==> config.mk <==
export PLATFORM = sky130hd
export DESIGN_NAME = alu_issue_ctrl
export DESIGN_NICKNAME = d
export VERILOG_FILES = /design/src/rtl/alu_pkg.sv /design/src/rtl/alu_cmd_fifo.sv /design/src/rtl/alu_issue_ctrl.sv
export SDC_FILE = /design/constraint.sdc
export NUM_CORES = 1
export LEC_CHECK = 0
export CAP_MARGIN = 40
export CORE_UTILIZATION = 54
export CTS_CLUSTER_DIAMETER = 80
export DETAILED_ROUTE_END_ITERATION = 16
export PLACE_DENSITY = 0.78
export SLEW_MARGIN = 10
export SYNTH_ARGS = -nofsm -noshare
export SYNTH_HDL_FRONTEND = slang
export SYNTH_HIERARCHICAL = 1
export SYNTH_SLANG_ARGS = --single-unit
==> constraint.sdc <==
create_clock -name clk -period 2.9 [get_ports clk]
set_input_delay 0.29 -clock clk [delete_from_list [all_inputs] [get_ports clk]]
set_output_delay 0.29 -clock clk [all_outputs]
set_load 0.01 [all_outputs]
==> src/rtl/alu_pkg.sv <==
// alu_pkg: op encodings, FSM state type and command struct shared by the ALU issue stage
package alu_pkg;

    localparam logic [1:0] ALU_OP_SRA = 2'b00;
    localparam logic [1:0] ALU_OP_SRL = 2'b01;
    localparam logic [1:0] ALU_OP_SUB = 2'b10;
    localparam logic [1:0] ALU_OP_ADD = 2'b11;

    typedef enum logic [1:0] {
        ST_IDLE = 2'd0,
        ST_EXEC = 2'd1,
        ST_RESP = 2'd2
    } state_e;

    typedef struct packed {
        logic [1:0] op;
        logic [3:0] a;
        logic [3:0] b;
        logic [1:0] c;
    } alu_cmd_t;

endpackage

==> src/rtl/alu_cmd_fifo.sv <==
// alu_cmd_fifo: synchronous FIFO of alu_cmd_t entries with full/empty from the registered count
module alu_cmd_fifo
    import alu_pkg::*;
#(
    parameter int DEPTH = 4
) (
    input  logic     clk,
    input  logic     rst_n,
    input  logic     push_i,
    input  alu_cmd_t data_i,
    input  logic     pop_i,
    output alu_cmd_t data_o,
    output logic     full_o,
    output logic     empty_o
);
    localparam int AW = $clog2(DEPTH);

    alu_cmd_t      mem_q [DEPTH];
    logic [AW-1:0] wr_ptr_q;
    logic [AW-1:0] rd_ptr_q;
    logic [AW:0]   cnt_q;
    logic          do_push;
    logic          do_pop;

    assign full_o  = cnt_q == (AW+1)'(DEPTH);
    assign empty_o = cnt_q == '0;
    assign do_push = push_i && !full_o;
    assign do_pop  = pop_i && !empty_o;
    assign data_o  = mem_q[rd_ptr_q];

    // pointers wrap naturally at DEPTH; count tracks push minus pop
    always_ff @(posedge clk or negedge rst_n) begin
        if (!rst_n) begin
            wr_ptr_q <= '0;
            rd_ptr_q <= '0;
            cnt_q    <= '0;
        end else begin
            if (do_push) wr_ptr_q <= wr_ptr_q + AW'(1);
            if (do_pop) rd_ptr_q <= rd_ptr_q + AW'(1);
            cnt_q <= cnt_q + (AW+1)'(do_push) - (AW+1)'(do_pop);
        end
    end

    // storage needs no reset: an empty count makes stale entries unreachable
    always_ff @(posedge clk) begin
        if (do_push) mem_q[wr_ptr_q] <= data_i;
    end

endmodule

==> src/rtl/alu_issue_ctrl.sv <==
// alu_issue_ctrl: queues ALU commands and issues them one at a time; optional result counter under ALU_ISSUE_CNT_EN
module alu_issue_ctrl
    import alu_pkg::*;
#(
    parameter int DEPTH = 4
) (
    input  logic       clk,
    input  logic       rst_n,
    input  logic       cmd_valid,
    output logic       cmd_ready,
    input  logic [1:0] cmd_op,
    input  logic [3:0] cmd_a,
    input  logic [3:0] cmd_b,
    input  logic [1:0] cmd_c,
    output logic [3:0] alu_a,
    output logic [3:0] alu_b,
    output logic [1:0] alu_c,
    output logic [1:0] alu_op,
    input  logic [3:0] alu_ans,
    output logic       res_valid,
    input  logic       res_ready,
    output logic [3:0] res_data,
    output logic [1:0] res_op
`ifdef ALU_ISSUE_CNT_EN
    ,
    output logic [7:0] res_cnt
`endif
);
    state_e     state_q;
    state_e     state_d;
    alu_cmd_t   alu_q;
    alu_cmd_t   head;
    logic [3:0] res_data_q;
    logic [1:0] res_op_q;
    logic       full;
    logic       empty;
    logic       pop;

    alu_cmd_fifo #(.DEPTH(DEPTH)) u_fifo (
        .clk    (clk),
        .rst_n  (rst_n),
        .push_i (cmd_valid),
        .data_i ('{op: cmd_op, a: cmd_a, b: cmd_b, c: cmd_c}),
        .pop_i  (pop),
        .data_o (head),
        .full_o (full),
        .empty_o(empty)
    );

    assign cmd_ready = !full;
    assign res_valid = state_q == ST_RESP;
    assign alu_a     = alu_q.a;
    assign alu_b     = alu_q.b;
    assign alu_c     = alu_q.c;
    assign alu_op    = alu_q.op;
    assign res_data  = res_data_q;
    assign res_op    = res_op_q;

    // issue sequencing: pop on IDLE or on result handshake whenever a command waits
    always_comb begin
        state_d = state_q;
        pop     = 1'b0;
        case (state_q)
            ST_IDLE: begin
                pop     = !empty;
                state_d = empty ? ST_IDLE : ST_EXEC;
            end
            ST_EXEC: state_d = ST_RESP;
            ST_RESP: begin
                pop     = res_ready && !empty;
                state_d = !res_ready ? ST_RESP : (empty ? ST_IDLE : ST_EXEC);
            end
            default: state_d = ST_IDLE;
        endcase
    end

    // state, ALU operand registers (load on pop) and result capture in EXEC
    always_ff @(posedge clk or negedge rst_n) begin
        if (!rst_n) begin
            state_q    <= ST_IDLE;
            alu_q      <= '0;
            res_data_q <= '0;
            res_op_q   <= '0;
        end else begin
            state_q <= state_d;
            if (pop) alu_q <= head;
            if (state_q == ST_EXEC) begin
                res_data_q <= alu_ans;
                res_op_q   <= alu_q.op;
            end
        end
    end

`ifdef ALU_ISSUE_CNT_EN
    logic [7:0] cnt_q;

    // saturating count of result handshakes
    always_ff @(posedge clk or negedge rst_n) begin
        if (!rst_n) cnt_q <= '0;
        else if (res_valid && res_ready && cnt_q != 8'hFF) cnt_q <= cnt_q + 8'd1;
    end

    assign res_cnt = cnt_q;
`endif

endmodule

==> metrics, run 1 <==
status=finished clean; worst-case clock skew=0.00740 ns; R2R Setup Slk=0.23 ns; fin crit share=a little over 90%; power density over the cells=1100 nW/um^2; number of enable flip-flop cells after synthesis=48; end of the worst register-to-register path=u_fifo/cnt_q[2]$_DFF_PN0_; number of global-route vias before repair=1523; standard cell with the maximum stage delay on the critical path=sky130_fd_sc_hd__nor3_1; unrepaired setup endpoints after global routing=false; multi-input gate area in the final layout=between 800 and 900 sq um; number of max-cap violations=0; Synth Net Count=178; static power due to leakage=0.00140 uW; slowest cell delay on critical path=0.49 ns; post-DR wirelength/cell=17.8 um; Primary FF master, synth=sky130_fd_sc_hd__edfxtp_1; I/O pins=40; residual overflow from global routing=0; worst reg2reg path startpoint=u_fifo/cnt_q[1]$_DFF_PN0_; final period demand of the worst path=2.67 ns; Data arrival, critical path=2.92 ns; gp weighted congestion=0.707; effective utilization at floorplan=55.8%; post-detailed-route DRC marker count=0; kind of cell adding the most delay to the critical path=adder cells; commonest non-fill, non-tap cell in the layout=sky130_fd_sc_hd__edfxtp_1; number of stages on the worst setup path=10; height of the chip=77.2 um; DP Wirelength=3230 um; post-synthesis cell type count=27; global routing usage summed across all routing layers=18.5%; number of rows in the core area=27; number of antenna violations at the first check in global routing=0; Slew @ Worst Pin=0.807 ns; area of the placeable core=5470 sq um; total inserted antenna cells=0; top fanout value on the critical path=7; Yosys warning count=6; area occupied by registers=2120 sq um; hold bufs inserted after CTS=0; # nets final=225; CP endpoint kind=flop; Slew Limit Headroom=46.2%; Cell Area, Synth=3050 sq um; Seq cells post-synth=75; post-CTS setup-driven buffer insertion count=0; H-tree depth reported by CTS=3; Clock Root Buffer=sky130_fd_sc_hd__clkbuf_8; Filler Cells Inserted=370; fraction of final layout cells sized beyond drive strength 1=22.7%; sinks on the clock net=75; clock tree from TritonCTS=done; synthesized instance count=around 150; final hold viol count=0; number of buffers and inverters on the critical path=2; horizontal extent of the die=77.2 um; Die Footprint=5960 sq um; port bufs=39; clock insertion delay at the later pin of the skew report=0.34 ns; most used cells in the layout excluding fill and tap cells=sky130_fd_sc_hd__edfxtp_1 (48), sky130_fd_sc_hd__clkdlybuf4s50_1 (39), sky130_fd_sc_hd__dfrtp_1 (27); largest net degree at the start of global routing=28; vias per std cell=5.33; total negative slack=0 ns; Worst Setup Slack post-DPL=0.269 ns; clock input transition at the sequential cells of the worst setup and hold paths=0.08 ns; number of cells traversed by the worst register-to-register path=10; endpoint required time on the critical path=3.15 ns; largest vdd supply drop=0.570 mV; number of gates resized after CTS=0; average footprint of a synthesized cell=20.2 sq um; Critical Path, Cell by Cell=nor3_1, a211oi_1, o31ai_1, inv_1, ha_1, inv_1, ha_1, fa_1, xnor2_1, xnor2_1; final-report max-slew violation count=0; number of vias in the routed layout=between 1000 and 1500; CTS Buf Count=9; Min-Delay Path Class=in2async; fraction of synthesis flops using an asynchronous set or reset pin=36.0%; maximum achievable frequency=between 300 and 400 MHz; type of the worst setup path=reg2reg; global-route wire length before repair=~7800 um; Max Buffers Root-to-Sink=2; DRT antenna net count=0; synthesis-to-finish area growth=21.4%; min setup slack post-route=0.231 ns; category of the worst setup path launch point=flop; first drt pass iteration count=4; final setup violation count=0; sum of routed wire length over all layers=between 4000 and 5000 um; number of DRC markers after the initial detailed-route iteration=113; sequential area share after synthesis=69.4%
==> synth_stat cells, drive strengths merged (2+ instances only) <==
cell     count  area, sq um
a211oi       2         27.5
dfrtp       27          676
inv          8         30.0
nand4bb      2         22.5
buf          5         61.3
o211ai       2         15.0
nand2b       5         31.3
xnor2        4         35.0
edfxtp      48         1440
and3b        4         35.0
mux2        18          236
mux4        12          285
ha           6         75.1
==> per-stage QoR <==
stage | cell area, sq um | total power (uW) | util, % | instances | hold WS [ns]
final | 3700 | 4080 | 67.7 | 275 | 0.315
after global routing | 3700 | 4300 | 67.7 | 275 | 0.337
after CTS | 3700 | 4130 | 67.7 | 275 | 0.310
after detailed placement | 3490 | 3240 | 63.7 | 259 | 0.495
after global placement | 3490 | 3140 | 63.7 | 259 | 0.485
after floorplan | 3050 | 2760 | - | 151 | -0.00559
==> report_power, final <==
group	switching (uW)	leakage, uW	internal, uW
clock network	369	0.000111	509
registers	282	0.000757	1500
logic	541	0.000530	886
total	1190	0.00140	2890
==> worst max-delay path by stage <==
stage / from / end / slack (ns)
final: u_fifo/cnt_q[1]$_DFF_PN0_ / u_fifo/cnt_q[2]$_DFF_PN0_ / 0.23
after global routing: u_fifo/cnt_q[1]$_DFF_PN0_ / u_fifo/cnt_q[2]$_DFF_PN0_ / 0.11
after CTS: u_fifo/cnt_q[1]$_DFF_PN0_ / u_fifo/cnt_q[2]$_DFF_PN0_ / 0.21
after detailed placement: u_fifo/cnt_q[1]$_DFF_PN0_ / u_fifo/cnt_q[2]$_DFF_PN0_ / 0.27
after global placement: u_fifo/cnt_q[1]$_DFF_PN0_ / u_fifo/cnt_q[2]$_DFF_PN0_ / 0.50
after floorplan: u_fifo/cnt_q[1]$_DFF_PN0_ / u_fifo/cnt_q[2]$_DFF_PN0_ / 0.57
==> per-layer routing <==
layer | track usage [%] | wire length, um
met1 | 22.0 | 2070
met3 | 5.60 | 200
met4 | 9.25 | 95
met2 | 30.4 | 2520
met5 | 0 | 0
==> sequential cells by signal (all words and copies together) (netlist names) <==
| register | cells |
|---|---|
| res_data | 4 |
| u_fifo/wr_ptr_q | 2 |
| u_fifo/rd_ptr_q | 2 |
| alu_c | 2 |
| u_fifo/mem_q | 48 |
| state_q | 2 |
| alu_b | 4 |
| alu_a | 4 |
| res_op | 2 |
| alu_op | 2 |
| u_fifo/cnt_q | 3 |
==> cells by family after synthesis <==
family	synth area share, %
buffers and inverters	2.99
muxes	17.1
adders and majority gates	3.12
AOI/OAI and AO/OA	2.26
DFF	69.4
xor gates and xnor gates	1.15
and+or+nand+nor	4.02
==> layout make-up <==
type                            count  share of cell area, %
Sequential cell                    75                   57.1
Timing Repair Buffer               41                   10.9
Tap cell                           72                   2.43
Clock inverter                      4                   1.99
Multi-Input combinational cell     63                   22.8
Inverter                            8                  0.811
Clock buffer                       12                   3.92
No activity file was read; power rests on OpenSTA's default activity.
==> run 2: changes to the inputs <==
- SETUP_SLACK_MARGIN: unset -> 0.5
==> run 2 against run 1 <==
Against the previous run: die area is the same; sequential share of layout area shrank 1.0 points; combinational power grew 8%; non-clock buffer count grew 6; via count grew 1.7%; fmax grew 15%; hold slack is essentially flat; sequential power is essentially flat; core utilization grew 1.3 points; power grew 2.7%; first-iteration DRC count grew 4.4%; critical path type unchanged.
==> metrics, run 2 (synthesis gave the netlist of run 1 again) <==
status=finished clean; port bufs=39 (unchanged); Slew @ Worst Pin=0.814 ns (+0.00669 ns); horizontal extent of the die=77.2 um (unchanged); area of the placeable core=5470 sq um (unchanged); power density over the cells=1110 nW/um^2 (+0.75%); number of max-cap violations=0 (unchanged); total inserted antenna cells=0 (unchanged); final-report max-slew violation count=0 (unchanged); Clock Root Buffer=sky130_fd_sc_hd__clkbuf_8; number of antenna violations at the first check in global routing=0 (unchanged); worst-case clock skew=0.00850 ns (+0.00109 ns); Max Buffers Root-to-Sink=2 (unchanged); static power due to leakage=0.00143 uW (+2.2%); sinks on the clock net=75 (unchanged); number of rows in the core area=27 (unchanged); residual overflow from global routing=0 (unchanged); effective utilization at floorplan=55.8% (unchanged); fin crit share=79.9% (-12 points); # nets final=231 (+2.7%); category of the worst setup path launch point=flop; clock input transition at the sequential cells of the worst setup and hold paths=0.08 ns (about the same); Die Footprint=5960 sq um (unchanged); largest vdd supply drop=0.571 mV (+0.26%); Sw Share=29.5% (+0.31 points); final setup violation count=0 (unchanged); maximum achievable frequency=431 MHz (+15%); largest net degree at the start of global routing=28 (unchanged); I/O pins=40 (unchanged); sum of routed wire length over all layers=5150 um (+5.3%); post-layout instance area=3780 sq um (+2.0%); Data arrival, critical path=2.56 ns (-0.36 ns); DP Wirelength=3230 um (unchanged); post-detailed-route DRC marker count=0 (unchanged); post-DR wirelength/cell=18.3 um (+3.1%); internal power component=2960 uW (+2.3%); first drt pass iteration count=4 (unchanged); Net Switching=1240 uW (+3.8%); final period demand of the worst path=2.32 ns (-0.351 ns); most used cells in the layout excluding fill and tap cells=sky130_fd_sc_hd__edfxtp_1 (48), sky130_fd_sc_hd__clkdlybuf4s50_1 (39), sky130_fd_sc_hd__dfrtp_1 (24); unrepaired setup endpoints after global routing=false; endpoint required time on the critical path=3.14 ns (about the same); clock tree from TritonCTS=done; commonest non-fill, non-tap cell in the layout=sky130_fd_sc_hd__edfxtp_1; clock insertion delay at the later pin of the skew report=0.34 ns (about the same); Slew Limit Headroom=45.8% (-0.45 points); number of DRC markers after the initial detailed-route iteration=118 (+4.4%); global routing usage summed across all routing layers=18.6% (+0.13 points); final hold viol count=0 (unchanged); Min-Delay Path Class=in2async; largest reg by FF count=u_fifo/mem_q; height of the chip=77.2 um (unchanged); Flop pwr share=42.4% (-1.1 points); H-tree depth reported by CTS=3 (unchanged); total negative slack=0 ns (unchanged); type of the worst setup path=reg2reg; gp weighted congestion=0.707 (unchanged); CP endpoint kind=flop; min setup slack post-route=0.582 ns (+0.351 ns); number of global-route vias before repair=1519 (-0.26%); Worst Setup Slack post-DPL=0.269 ns (unchanged); CTS Buf Count=9 (unchanged); synthesis-to-finish area growth=23.8%; vias per std cell=5.31 (-0.47%); Post-Place Cell Area=3490 sq um (unchanged); number of vias in the routed layout=1492 (+1.7%); total power of the final layout=4200 uW (+2.7%); portion of total power attributed to combinational logic=36.6% (+1.7 points); clock group share of total power=21.0% (-0.5 points); top fanout value on the critical path=5 (-2); max FFs per register=48 (unchanged); fraction of final layout cells sized beyond drive strength 1=27.3% (+4.6 points); global-route wire length before repair=7790 um (+0.45%); DRT antenna net count=0 (unchanged)
## run 2: cell types whose count changed in the layout (fill, tap and decap cells not counted), sizes merged
cell	before	now
buf	2	8
## run 2: area by class of cell
cell class | instances | area (sq um)
Sequential cell | 75 | 2120
Fill cell | 363 | 1700
Multi-Input combinational cell | 63 | 867
Timing Repair Buffer | 47 | 450
Clock buffer | 12 | 145
Tap cell | 72 | 90.1
Clock inverter | 4 | 73.8
Inverter | 8 | 30.0
## run 2: worst paths after layout
path	start	to	slack, ns	depth (start not counted)
worst max-delay path	u_fifo/cnt_q[2]$_DFF_PN0_	u_fifo/cnt_q[2]$_DFF_PN0_	0.58	10
worst min-delay path	rst_n	alu_a[3]$_DFFE_PN0P_	0.31	2
worst max register to register	u_fifo/cnt_q[2]$_DFF_PN0_	u_fifo/cnt_q[2]$_DFF_PN0_	0.58	10
worst min register to register	res_data[0]$_DFFE_PN0N_	res_data[0]$_DFFE_PN0N_	0.51	1
max in group asynchronous	rst_n	u_fifo/cnt_q[0]$_DFF_PN0_	2.29	2
min in group clk	res_data[0]$_DFFE_PN0N_	res_data[0]$_DFFE_PN0N_	0.51	1
## run 2: layer usage
layer | global-route usage [%] | routed length, um
met5 | 0 | 0
met4 | 9.25 | 92
met3 | 5.60 | 249
met2 | 30.6 | 2650
met1 | 22.2 | 2160
## run 2: power groups by stage
stage / sequential (uW) / clock [uW] / combinational (uW)
after floorplan: 1730 / 0 / 1030
after global placement: 1770 / 0 / 1370
after detailed placement: 1810 / 0 / 1430
after CTS: 1800 / 894 / 1460
after global routing: 1820 / 941 / 1650
final: 1780 / 881 / 1540
## run 2: per-stage QoR
step / hold WS (ns) / util [%] / instances
after floorplan: -0.00559 / - / 151
after global placement: 0.485 / 63.7 / 259
after detailed placement: 0.495 / 63.7 / 259
after CTS: 0.310 / 68.1 / 276
after global routing: 0.341 / 69.0 / 281
final: 0.314 / 69.0 / 281
## run 2: what timing repair did
item / in CTS / in global routing
hold buffers: 0 / 0
setup endpoints to repair: 2 / 1
pin swaps: 1 / 4
buffers inserted: 1 / 5
endpoints found under the hold margin: 0 / 0
gates resized for setup: 4 / 2
## run 2: critical path, stage by stage, from the launching register on
cell and delay [ns]:
sky130_fd_sc_hd__dfrtp_2 0.45, sky130_fd_sc_hd__nor3_4 0.20, sky130_fd_sc_hd__a211oi_1 0.08, sky130_fd_sc_hd__o31ai_1 0.11, sky130_fd_sc_hd__inv_1 0.14, sky130_fd_sc_hd__ha_4 0.29, sky130_fd_sc_hd__inv_1 0.04, sky130_fd_sc_hd__ha_1 0.18
sky130_fd_sc_hd__fa_1 0.38, sky130_fd_sc_hd__xnor2_1 0.19, sky130_fd_sc_hd__xnor2_1 0.16
==> run 3: changes to the inputs <==
- clock period: 2.9 -> 2.2 ns (I/O delays scaled with it)
==> run 3 against run 2 <==
Against the previous run: clock-buffer cell count is 2 lower; sequential cell count unchanged; non-clock buffer count increased by 13; critical path depth decreased by 1; register-to-register slack worse by 0.56 ns; clock power increased by 20%; cell area grew 3.9%; highest routed layer unchanged.
==> metrics, run 3 (synthesis gave the netlist of run 1 again) <==
status=finished clean; port bufs=39 (unchanged); Slew Limit Headroom=59.2% (+13 points); endpoint required time on the critical path=2.45 ns (-0.69 ns); Slew @ Worst Pin=0.612 ns (-0.202 ns); number of max-cap violations=0 (unchanged); type of the worst setup path=reg2reg; Min-Delay Path Class=in2async; Die Footprint=5960 sq um (unchanged); post-DR wirelength/cell=18.6 um (+1.7%); global-route wire length before repair=8400 um (+7.9%); horizontal extent of the die=77.2 um (unchanged); final setup violation count=0 (unchanged); clock insertion delay at the later pin of the skew report=0.34 ns (about the same); clock tree from TritonCTS=done; static power due to leakage=0.00150 uW (+5.2%); largest reg by FF count=u_fifo/mem_q; number of antenna violations at the first check in global routing=0 (unchanged); I/O pins=40 (unchanged); number of DRC markers after the initial detailed-route iteration=124 (+5.1%); first drt pass iteration count=4 (unchanged); max FFs per register=48 (unchanged); final instance count without filler cells=294 (+4.6%); power density over the cells=1440 nW/um^2 (+30%); top fanout value on the critical path=6 (+1); number of vias in the routed layout=1574 (+5.5%); global routing usage summed across all routing layers=19.8% (+1.2 points); maximum achievable frequency=460 MHz (+6.6%); total power of the final layout=5670 uW (+35%); residual overflow from global routing=0 (unchanged); final-report max-slew violation count=0 (unchanged); clock input transition at the sequential cells of the worst setup and hold paths=0.08 ns (about the same); hold slack=0.248 ns (-0.0665 ns); post-detailed-route DRC marker count=0 (unchanged); commonest non-fill, non-tap cell in the layout=sky130_fd_sc_hd__edfxtp_1; category of the worst setup path launch point=flop; height of the chip=77.2 um (unchanged); sum of routed wire length over all layers=5480 um (+6.4%); largest net degree at the start of global routing=28 (unchanged); area of the placeable core=5470 sq um (unchanged); fin crit share=98.8% (+19 points); unrepaired setup endpoints after global routing=true; DRT antenna net count=0 (unchanged); Data arrival, critical path=2.43 ns (-0.13 ns); vias per std cell=5.35 (+0.83%); total inserted antenna cells=0 (unchanged); CTS Buf Count=9 (unchanged); post-layout instance area=3930 sq um (+3.9%); hold bufs inserted after CTS=0 (unchanged); fraction of final layout cells sized beyond drive strength 1=35.6% (+8.3 points); Max Buffers Root-to-Sink=2 (unchanged); number of placed instances with taps included=269 (+3.9%); number of global-route vias before repair=1657 (+9.1%); sinks on the clock net=75 (unchanged); worst-case clock skew=0.0130 ns (+0.00447 ns); Post-Place Cell Area=3590 sq um (+3.0%); # nets final=244 (+5.6%); effective utilization at floorplan=55.8% (unchanged); most used cells in the layout excluding fill and tap cells=sky130_fd_sc_hd__edfxtp_1 (48), sky130_fd_sc_hd__clkdlybuf4s50_1 (37), sky130_fd_sc_hd__dfrtp_1 (23); final period demand of the worst path=2.17 ns (-0.144 ns); synthesis-to-finish area growth=28.7%; Clock Root Buffer=sky130_fd_sc_hd__clkbuf_8; CP endpoint kind=flop; H-tree depth reported by CTS=3 (unchanged); number of rows in the core area=27 (unchanged); largest vdd supply drop=0.760 mV (+33%); DP Wirelength=3410 um (+5.6%); gp weighted congestion=0.670 (-5.3%); final hold viol count=0 (unchanged)
==> run 3: critical path, cell delays in order, from the launching register on <==
cell	delay [ns]
sky130_fd_sc_hd__dfrtp_2	0.44
sky130_fd_sc_hd__buf_12	0.15
sky130_fd_sc_hd__o31ai_4	0.27
sky130_fd_sc_hd__inv_1	0.07
sky130_fd_sc_hd__ha_1	0.28
sky130_fd_sc_hd__inv_1	0.04
sky130_fd_sc_hd__ha_2	0.16
sky130_fd_sc_hd__fa_2	0.33
sky130_fd_sc_hd__xnor2_1	0.20
sky130_fd_sc_hd__xnor2_1	0.15
==> run 3: layer usage <==
metal / wire length [um] / GRT usage (%) / share of wire, % / up-vias
met5: 0 / 0 / 0 / -
met4: 60 / 7.92 / 1.1 / 0
met3: 227 / 6.31 / 4.1 / 6
met2: 2920 / 33.8 / 53 / 40
met1: 2280 / 23.0 / 42 / 811
li1: - / - / - / 717
==> run 3: report_power, final <==
part           switching, uW  total, uW  internal (uW)
clock network            501       1060            554
logic                    908       2340           1430
registers                298       2280           1980
total                   1710       5670           3960
==> run 3: cell type report <==
cell class	count	area [sq um]
clock buffer	10	138
sequential	75	2120
timing repair buffer	60	603
multi-input combinational	63	880
inverter	8	30.0
clock inverter	6	63.8
tap	72	90.1
fill	350	1550
==> run 3: repair_timing <==
action,4_1_cts,5_1_grt
setup endpoints to repair,5,55
gates cloned,0,1
resized for setup,5,16
pin swaps,1,2
setup buffers,5,3
hold endpoints to repair,0,0
==> run 3: through the flow <==
stage | util [%] | TNS [ns] | setup WS [ns]
2_1_floorplan | - | 0 | 0.135
3_3_place_gp | 65.6 | 0 | 0.0440
3_5_place_dp | 65.6 | -0.0595 | -0.0464
4_1_cts | 70.4 | 0 | 0.0960
5_1_grt | 71.7 | -0.0541 | -0.0541
6_report | 71.7 | 0 | 0.0262
==> run 3: path summary, 6_finish.rpt <==
kind	from	end	slack, ns	cells after the start
setup / recovery	u_fifo/cnt_q[1]$_DFF_PN0_	u_fifo/cnt_q[2]$_DFF_PN0_	0.03	9
hold / removal	rst_n	alu_c[1]$_DFFE_PN0P_	0.25	2
setup reg to reg	u_fifo/cnt_q[1]$_DFF_PN0_	u_fifo/cnt_q[2]$_DFF_PN0_	0.03	9
hold reg to reg	res_data[1]$_DFFE_PN0N_	res_data[1]$_DFFE_PN0N_	0.51	1
max in group asynchronous	rst_n	u_fifo/cnt_q[2]$_DFF_PN0_	1.65	2
min in group clk	alu_ans[2]	res_data[2]$_DFFE_PN0N_	0.49	2
